$ cat config.mk
export PLATFORM = sky130hd
export DESIGN_NAME = coax_tx_word_flat
export DESIGN_NICKNAME = d
export VERILOG_FILES = /design/src/rtl/coax_tx_word_if.sv /design/src/rtl/coax_tx_word.sv /design/src/flat_wrapper.sv
export SDC_FILE = /design/constraint.sdc
export NUM_CORES = 1
export LEC_CHECK = 0
export BUFFER_PORTS_ARGS = -buffer_cell sky130_fd_sc_hd__buf_2
export CAP_MARGIN = 20
export CELL_PAD_IN_SITES_DETAIL_PLACEMENT = 1
export CELL_PAD_IN_SITES_GLOBAL_PLACEMENT = 2
export CORE_MARGIN = 3
export CORE_UTILIZATION = 38
export CTS_CLUSTER_SIZE = 10
export DETAILED_ROUTE_END_ITERATION = 12
export PLACE_DENSITY_LB_ADDON = 0.08
export SLEW_MARGIN = 20
export SYNTH_ARGS = -nofsm -noshare
export SYNTH_HDL_FRONTEND = slang
export SYNTH_SLANG_ARGS = --single-unit
$ cat constraint.sdc
create_clock -name clk -period 5.1 [get_ports clk]
set_clock_uncertainty 0.1 [all_clocks]
set_input_delay 1.02 -clock clk [delete_from_list [all_inputs] [get_ports clk]]
set_output_delay 1.02 -clock clk [all_outputs]
set_load 0.03 [all_outputs]
$ cat src/rtl/coax_tx_word_if.sv
// coax_tx_word_if: word handshake between host logic and the coax transmitter.
// master drives data/load, slave answers with ready.
`timescale 1ns/1ps
interface coax_tx_word_if #(
  parameter int DATA_WIDTH = 10
);
  logic [DATA_WIDTH-1:0] data;
  logic                  load;
  logic                  ready;

  modport master (
    output data,
    output load,
    input  ready
  );

  modport slave (
    input  data,
    input  load,
    output ready
  );
endinterface

$ cat src/rtl/coax_tx_word.sv
// coax_tx_word: word-level 3270 coax Manchester transmitter (quiesce, CV, words, end).
// Optional COAX_TX_DELAY_EN adds tx_delay, tx lagged DELAY_CLOCKS cycles.
`timescale 1ns/1ps
module coax_tx_word #(
  parameter int CLOCKS_PER_BIT = 8,
  parameter int QUIESCE_BITS   = 6,
  parameter int DATA_WIDTH     = 10
`ifdef COAX_TX_DELAY_EN
  ,
  parameter int DELAY_CLOCKS   = 2
`endif
) (
  input  logic           clk,
  input  logic           reset,
  coax_tx_word_if.slave  bus,
  output logic           tx,
`ifdef COAX_TX_DELAY_EN
  output logic           tx_delay,
`endif
  output logic           active
);

  localparam int HALF = CLOCKS_PER_BIT / 2;
  localparam int BCW  = $clog2(CLOCKS_PER_BIT);
  localparam int MAXA = (QUIESCE_BITS > DATA_WIDTH) ?
                        QUIESCE_BITS : DATA_WIDTH;
  localparam int MAXB = (MAXA > 3) ? MAXA : 3;
  localparam int IW   = $clog2(MAXB);

  typedef enum logic [2:0] {
    S_IDLE,
    S_QUIESCE,
    S_CODE_VIOL,
    S_SYNC,
    S_DATA,
    S_PARITY,
    S_END
  } state_t;

  state_t                state, state_n;
  logic [BCW-1:0]        bit_counter;
  logic [IW-1:0]         bit_idx;
  logic [DATA_WIDTH-1:0] hold_q;
  logic                  hold_full;
  logic [DATA_WIDTH-1:0] shift_q;
  logic                  par_q;

  logic bit_strobe;
  logic first_half;
  logic fetch;
  logic idx_clr;
  logic accept;

  assign bit_strobe = (bit_counter == BCW'(CLOCKS_PER_BIT - 1));
  assign first_half = (bit_counter < BCW'(HALF));
  assign bus.ready  = ~hold_full;
  assign accept     = bus.load & ~hold_full;
  assign active     = (state != S_IDLE);

  // Next state, word fetch and the Manchester line level.
  always_comb begin
    state_n = state;
    fetch   = 1'b0;
    idx_clr = 1'b0;
    tx      = 1'b0;
    unique case (state)
      S_IDLE: begin
        if (hold_full) begin
          state_n = S_QUIESCE;
          idx_clr = 1'b1;
        end
      end
      S_QUIESCE: begin
        tx = ~first_half;
        if (bit_strobe &&
            bit_idx == IW'(QUIESCE_BITS - 1)) begin
          state_n = S_CODE_VIOL;
          idx_clr = 1'b1;
        end
      end
      S_CODE_VIOL: begin
        tx = (bit_idx == IW'(0)) |
             ((bit_idx == IW'(1)) & first_half);
        if (bit_strobe && bit_idx == IW'(2)) begin
          state_n = S_SYNC;
          fetch   = 1'b1;
          idx_clr = 1'b1;
        end
      end
      S_SYNC: begin
        tx = ~first_half;
        if (bit_strobe) begin
          state_n = S_DATA;
          idx_clr = 1'b1;
        end
      end
      S_DATA: begin
        tx = shift_q[DATA_WIDTH-1] ^ first_half;
        if (bit_strobe &&
            bit_idx == IW'(DATA_WIDTH - 1)) begin
          state_n = S_PARITY;
          idx_clr = 1'b1;
        end
      end
      S_PARITY: begin
        tx = par_q ^ first_half;
        if (bit_strobe) begin
          idx_clr = 1'b1;
          if (hold_full) begin
            state_n = S_SYNC;
            fetch   = 1'b1;
          end else begin
            state_n = S_END;
          end
        end
      end
      S_END: begin
        tx = first_half;
        if (bit_strobe) begin
          state_n = S_IDLE;
        end
      end
      default: begin
        state_n = S_IDLE;
      end
    endcase
  end

  // State, bit timing, holding register and shifter.
  always_ff @(posedge clk) begin
    if (reset) begin
      state       <= S_IDLE;
      bit_counter <= '0;
      bit_idx     <= '0;
      hold_q      <= '0;
      hold_full   <= 1'b0;
      shift_q     <= '0;
      par_q       <= 1'b0;
    end else begin
      state <= state_n;
      if (state == S_IDLE || bit_strobe) begin
        bit_counter <= '0;
      end else begin
        bit_counter <= bit_counter + 1'b1;
      end
      if (idx_clr) begin
        bit_idx <= '0;
      end else if (bit_strobe) begin
        bit_idx <= bit_idx + 1'b1;
      end
      if (accept) begin
        hold_q <= bus.data;
      end
      hold_full <= accept | (hold_full & ~fetch);
      if (fetch) begin
        shift_q <= hold_q;
        par_q   <= ~^hold_q;
      end else if (state == S_DATA && bit_strobe) begin
        shift_q <= {shift_q[DATA_WIDTH-2:0], 1'b0};
      end
    end
  end

`ifdef COAX_TX_DELAY_EN
  logic [DELAY_CLOCKS-1:0] dly_q;
  logic [DELAY_CLOCKS:0]   dly_in;

  assign dly_in   = {dly_q, tx};
  assign tx_delay = dly_q[DELAY_CLOCKS-1];

  // Pre-emphasis copy of the line, lagging by DELAY_CLOCKS.
  always_ff @(posedge clk) begin
    if (reset) begin
      dly_q <= '0;
    end else begin
      dly_q <= dly_in[DELAY_CLOCKS-1:0];
    end
  end
`endif

endmodule

$ cat src/flat_wrapper.sv
// flat-port wrapper written by rule: the top's interface ports become plain ports
module coax_tx_word_flat 
#(
  parameter int CLOCKS_PER_BIT = 8,
  parameter int QUIESCE_BITS   = 6,
  parameter int DATA_WIDTH     = 10

)
  (clk, reset, tx, active, bus_data, bus_load, bus_ready);
  coax_tx_word_if #(.DATA_WIDTH(DATA_WIDTH)) bus_i ();
  input  logic clk;
  input  logic reset;
  output logic tx;
  output logic active;
  input wire logic [$bits(bus_i.data)-1:0] bus_data;
  input wire logic [$bits(bus_i.load)-1:0] bus_load;
  output wire logic [$bits(bus_i.ready)-1:0] bus_ready;
  assign bus_i.data = bus_data;
  assign bus_i.load = bus_load;
  assign bus_ready = bus_i.ready;
  coax_tx_word #(.CLOCKS_PER_BIT(CLOCKS_PER_BIT), .QUIESCE_BITS(QUIESCE_BITS), .DATA_WIDTH(DATA_WIDTH)) u_core (.clk(clk), .reset(reset), .bus(bus_i), .tx(tx), .active(active));
endmodule
Yosys cells after proc, flatten, opt, wreduce, memory -nomap -nowiden
Index checks and enable logic that the tools add are counted.
{"block": "word_totals", "reg_bits": 32, "in_bits": 13, "out_inout_bits": 3}
{"block": "op_classes", "n_addsub": 2, "magnitude_cmp": 1, "eq_ne": 18, "mux": 20, "bitwise": 10, "n_reduce_logical": 15}
{"cell": "3-bit two-way mux", "n": 8}
{"cell": "3-bit case mux with 7 select lines", "n": 1}
{"cell": "10-bit two-way mux", "n": 2}
{"cell": "2-bit by 1-bit != test with 1-bit output, second input constant", "n": 7}
{"cell": "3-bit == test, second input constant", "n": 4}
{"cell": "1-bit case mux with 5 select lines", "n": 2}
{"cell": "10-bit XNOR reduction", "n": 1}
{"cell": "2-bit OR reduction", "n": 4}
{"cell": "7-bit AND reduction", "n": 1}
{"cell": "3-bit by 2-bit == test with 1-bit output, second input constant", "n": 2}
{"cell": "1-bit two-way mux", "n": 6}
{"cell": "4-bit by 1-bit adder with 4-bit output, second input constant", "n": 1}
{"cell": "4-bit by 1-bit == test with 1-bit output, second input constant", "n": 1}
{"cell": "4-bit by 2-bit == test with 1-bit output, second input constant", "n": 1}
{"cell": "4-bit by 3-bit == test with 1-bit output, second input constant", "n": 1}
{"cell": "4-bit == test, second input constant", "n": 1}
{"cell": "1-bit logical AND", "n": 4}
{"cell": "4-bit logical NOT", "n": 1}
{"cell": "3-bit by 1-bit adder with 3-bit output, second input constant", "n": 1}
{"cell": "1-bit bitwise AND", "n": 3}
{"cell": "3-bit by 1-bit == test with 1-bit output, second input constant", "n": 1}
{"cell": "3-bit logical NOT", "n": 1}
{"cell": "3-bit < comparator, second input constant", "n": 1}
{"cell": "1-bit inverter", "n": 3}
{"cell": "other kinds (6)", "n": 8}

Logic depth before layout (Yosys ltp)
{"block": "logic_depth", "depth_word": 7, "mapped_depth": 7}

Worst setup path after synthesis
OpenSTA, ideal clock, no wires.
{"block": "synth_timing", "path_type": "register to output", "startpoint": "register u_core.bit_idx[1]", "endpoint": "output tx", "arrival_time_ns": 1.265, "required_ns": 3.980, "setup_slack_ns": 2.715, "path_stages_with_launch": 7, "path_cell_list": "dfxtp_1 > inv_1 > ha_1 > nor2b_1 > o21a_1 > o2111ai_1 > nand2_1"}
{"block": "synth_between", "elab_chain_len": 4}
{"item": "from (decl)", "line": "coax_tx_word.sv:42", "rtl": "logic [IW-1:0] bit_idx;"}
{"item": "from (signal assigned)", "line": "coax_tx_word.sv:149", "rtl": "bit_idx <= bit_idx + 1'b1;"}
{"item": "4-bit by 1-bit == test with 1-bit output", "line": "coax_tx_word.sv:83", "rtl": "((bit_idx == IW'(1)) & first_half);"}
{"item": "1-bit bitwise AND", "line": "coax_tx_word.sv:83"}
{"item": "1-bit bitwise OR *", "line": "coax_tx_word.sv:82", "rtl": "tx = (bit_idx == IW'(0)) |"}
{"item": "1-bit case mux with 5 select lines *", "line": "coax_tx_word.sv:66", "rtl": "unique case (state)"}
{"item": "to (decl)", "line": "flat_wrapper.sv:13", "rtl": "output logic tx;"}
Every way passes the cells marked *; elsewhere a longest branch is shown, timed or not.

Worst setup path after layout
{"block": "layout_timing", "startpoint": "register u_core.state[0]", "endpoint": "output tx"}
{"block": "layout_between", "elab_chain_len": 3}
{"item": "from (decl)", "line": "coax_tx_word.sv:40", "rtl": "state_t state, state_n;"}
{"item": "from (signal assigned)", "line": "coax_tx_word.sv:140", "rtl": "state <= state_n;"}
{"item": "3-bit by 1-bit == test with 1-bit output / 3-bit by 2-bit == test with 1-bit output (equally long branches)", "line": "coax_tx_word.sv:66"}
{"item": "2-bit OR reduction (no source line)"}
{"item": "1-bit case mux with 5 select lines *", "line": "coax_tx_word.sv:66"}
Marks and branches as above.

==> flow_metrics.py <==
metrics = {
    "synthesis": {
        "synth_area_leaders": "dfxtp_1 38%, a21oi_1 6.6%, mux2i_1 6.6%",
        "synth_top_area_frac": 0.382,
        "yosys_warnings": 0,
        "synth.cell_area_um2": 1680,
        "syn_inst": 190,
        "ys_ff_latch": 32,
        "yosysSeqAreaShare": 0.382,
        "syn_nets": 209,
        "synthDistinctLibCells": 39,
        "avgSynthCellArea_um2": 8.83,
        "synth_area_leader_cell": "dfxtp_1",
    },
    "die": {
        "coreArea_um2": 4120,
        "dieArea_um2": 5250,
        "die_width_um": 72.5,
        "start_util": 0.408,
        "io_pins": 16,
        "die_h_um": 72.5,
        "fp-row-count": 23,
    },
    "sta": {
        "hold_violations": 0,
        "max_freq_ghz": 0.355,
        "relSlewSlack": 0.332,
        "worstMarginPinSlew_ns": 1.00,
        "finalSetupViolations": 0,
        "period_share": 0.552,
        "setup_tns_ns": 0,
        "period_needed_ns": 2.82,
        "rsz0062_at_grt": "no",
        "slew_viol_final": 0,
    },
    "clock_tree": {
        "post-cts-setup-buffer-count": 0,
        "cts_made_buffers": 5,
        "cts_sinks": 32,
        "postCtsHoldBufs": 0,
        "cts-resized-gates": 0,
        "htree_levels": 2,
        "cts_max_path_buffers": 2,
        "path_clk_slew_ns": 0.06,
        "tritoncts": "built",
        "cts-root-buf": "clkbuf_8",
        "clock_latency_ns": 0.28,
    },
    "placed_design": {
        "gp_congestion": 0.747,
        "dp.cells": 243,
        "hpwl_um": 2600,
        "portBuffers": 15,
    },
    "global_route": {
        "use_met3": 0.0416,
        "gr-max-usage-layer": "met1",
        "use_met2": 0.199,
        "grt.total_usage": 0.156,
        "grt-ovfl-total": 0,
        "grt_max_degree": 31,
        "met1_usage": 0.243,
        "grt_pass1_wl_um": 6370,
        "grt_pass1_vias": 1258,
        "grt_antenna_before_repair": 0,
    },
    "layout": {
        "fillers": 492,
        "antennaDiodeCount": 0,
        "nets": 219,
        "syn2layout_area_growth_pct": 10.1,
        "fin_cells": 251,
        "post_route_cells_drive_above_1_share": 0.134,
    },
    "pwr": {
        "power.switching_mw": 0.131,
        "p_sw_frac": 0.237,
        "power_density_nw_per_um2": 300,
        "clock_power_share": 0.433,
        "p_int_mw": 0.423,
        "leakage_nw": 0.698,
        "combPwrFrac": 0.085,
        "vdd_drop_max_mv": 0.143,
        "seqPwrFrac": 0.481,
    },
    "detailed_routing": {
        "dr.pass1.iters": 4,
        "ant_nets": 0,
        "drc": 0,
        "routed_via_density": 5.16,
        "drt_iter0_markers": 74,
        "vias": 1296,
        "wl_per_cell_um": 14.7,
        "wl_um": 3680,
    },
    "worst_setup_path": {
        "r2r_start": "u_core.bit_counter[0]",
        "slowest_delay_ns": 0.61,
        "timing.rr.end": "u_core.par_q",
        "cp_slowest_cell": "dfxtp_1",
        "worstSetupEndpoint": "tx",
        "cp_max_fo": 13,
        "r2r_cells": 6,
        "path_cells": "mux2i_1 > xor2_1 > a32oi_1 > nand2_1 > buf_2",
        "cp.required_ns": 3.98,
        "start_kind": "flop",
        "end_kind": "output pin",
        "r2r_slack_ns": 2.44,
        "cp-startpoint": "u_core.state[0]",
        "critPathKind": "reg2out",
        "worst_ep_arrival_time_ns": 1.70,
    },
    "min_path": {
        "holdCritPathClass": "reg2reg",
    },
    "outcome": {
        "status": "complete, no violations",
    },
    "flow_run": {
        "maxCapViolCount": 0,
    },
}
power groups by stage:
stage	Clock, mW	Combinational (mW)	Sequential [mW]
finish	0.240	0.0474	0.267
global route	0.259	0.0529	0.268
CTS	0.247	0.0479	0.267
detailed placement	0	0.0478	0.272
global placement	0	0.0469	0.272
floorplan	0	0.0375	0.267
flip-flops by register name, summed over array words and instances, names as in the netlist:
| register | count |
|---|---|
| u_core.state | 3 |
| u_core.shift_q | 10 |
| u_core.hold_q | 10 |
| u_core.bit_counter | 3 |
| u_core.bit_idx | 4 |
| u_core.hold_full | 1 |
| u_core.par_q | 1 |
through the flow:
step | power, mW | util | setup WS, ns | area [um2] | hold slack (ns)
floorplan | 0.305 | - | 2.71 | 1680 | 0.307
global placement | 0.319 | 0.423 | 2.52 | 1740 | 0.318
detailed placement | 0.320 | 0.423 | 2.42 | 1740 | 0.336
CTS | 0.562 | 0.449 | 2.26 | 1850 | 0.345
global route | 0.580 | 0.449 | 2.13 | 1850 | 0.374
finish | 0.554 | 0.449 | 2.28 | 1850 | 0.344
layout make-up:
class / count / area (um2) / share of cell area
clock buffer: 6 / 72.6 / 0.0393
inverter: 7 / 26.3 / 0.0142
multi-input combinational: 139 / 936 / 0.506
clock inverter: 2 / 35.0 / 0.0190
timing repair buffer: 15 / 75.1 / 0.0406
tap: 50 / 62.6 / 0.0339
sequential: 32 / 641 / 0.347
worst min path at each step:
stage,startpoint,endpoint,slack [ns],depth (start not counted)
after floorplan,u_core.bit_counter[0],u_core.bit_counter[0],0.31,1
after global placement,u_core.bit_counter[0],u_core.bit_counter[0],0.32,1
after detailed placement,u_core.bit_counter[0],u_core.bit_counter[0],0.34,1
after CTS,u_core.bit_counter[0],u_core.bit_counter[0],0.35,1
after global routing,u_core.bit_counter[0],u_core.bit_counter[0],0.37,1
final,u_core.bit_counter[0],u_core.bit_counter[0],0.34,1
cell families after synthesis:
family / count (synthesis) / share of synthesized area
mux: 11 / 0.0656
fa+ha+maj: 6 / 0.0447
xor+xnor: 12 / 0.0708
flops: 32 / 0.382
buf+inv: 19 / 0.0604
simple gates: 67 / 0.206
compound gates: 43 / 0.171
worst max-delay path: cells and delay by family (launching register included):
kind	cells	cell delay, ns
flops	1	0.61
mux	1	0.27
buf+inv	1	0.19
xor+xnor	1	0.17
simple gates	1	0.09
compound gates	1	0.08
metal layers:
metal  part of all wire  vias up
li1                   -      684
met5                  0        -
met4              0.016        0
met2               0.40       15
met3              0.032        7
met1               0.56      590
layout by cell type (no fill, tap or decap), drive strengths merged, types with 2 or more instances in the layout:
master and count:
nor4 2, clkbuf 6, nor3b 2, a32oi 2, a21oi 22, dfxtp 32, o21a 2, ha 6
nor2 10, mux2i 11, nor2b 5, a211oi 10, nand4 2, a221o 2, xor2 5, nand3b 2
buf 15, nand2 28, xnor2 6, o2111ai 2, nand2b 2, and2 3, nor3 6, inv 7
cells in the mapped netlist:
cell	instances
buf_1	1
nor2_1	10
nor4_1	2
inv_1	7
clkbuf_1	4
a21oi_1	22
dfxtp_1	32
buf_6	3
nor4bb_4	1
nand4_1	2
and3_2	1
a32oi_1	1
and2_1	3
ha_1	6
or3_1	1
nand2_1	28
o21ai_0	1
xnor2_1	6
nor3_1	6
xor2_1	5
nor2b_1	4
a221o_1	2
xnor3_1	1
a211oi_1	9
nor2b_2	1
a31oi_1	1
a32oi_2	1
a211oi_2	1
nand3_1	1
buf_2	3
nand4b_1	1
o31ai_1	1
mux2i_1	11
o2111ai_1	2
nand3b_1	2
nor3b_1	2
o21a_1	2
nand2b_1	2
buf_4	1
Power figures use the tool's default switching activity.
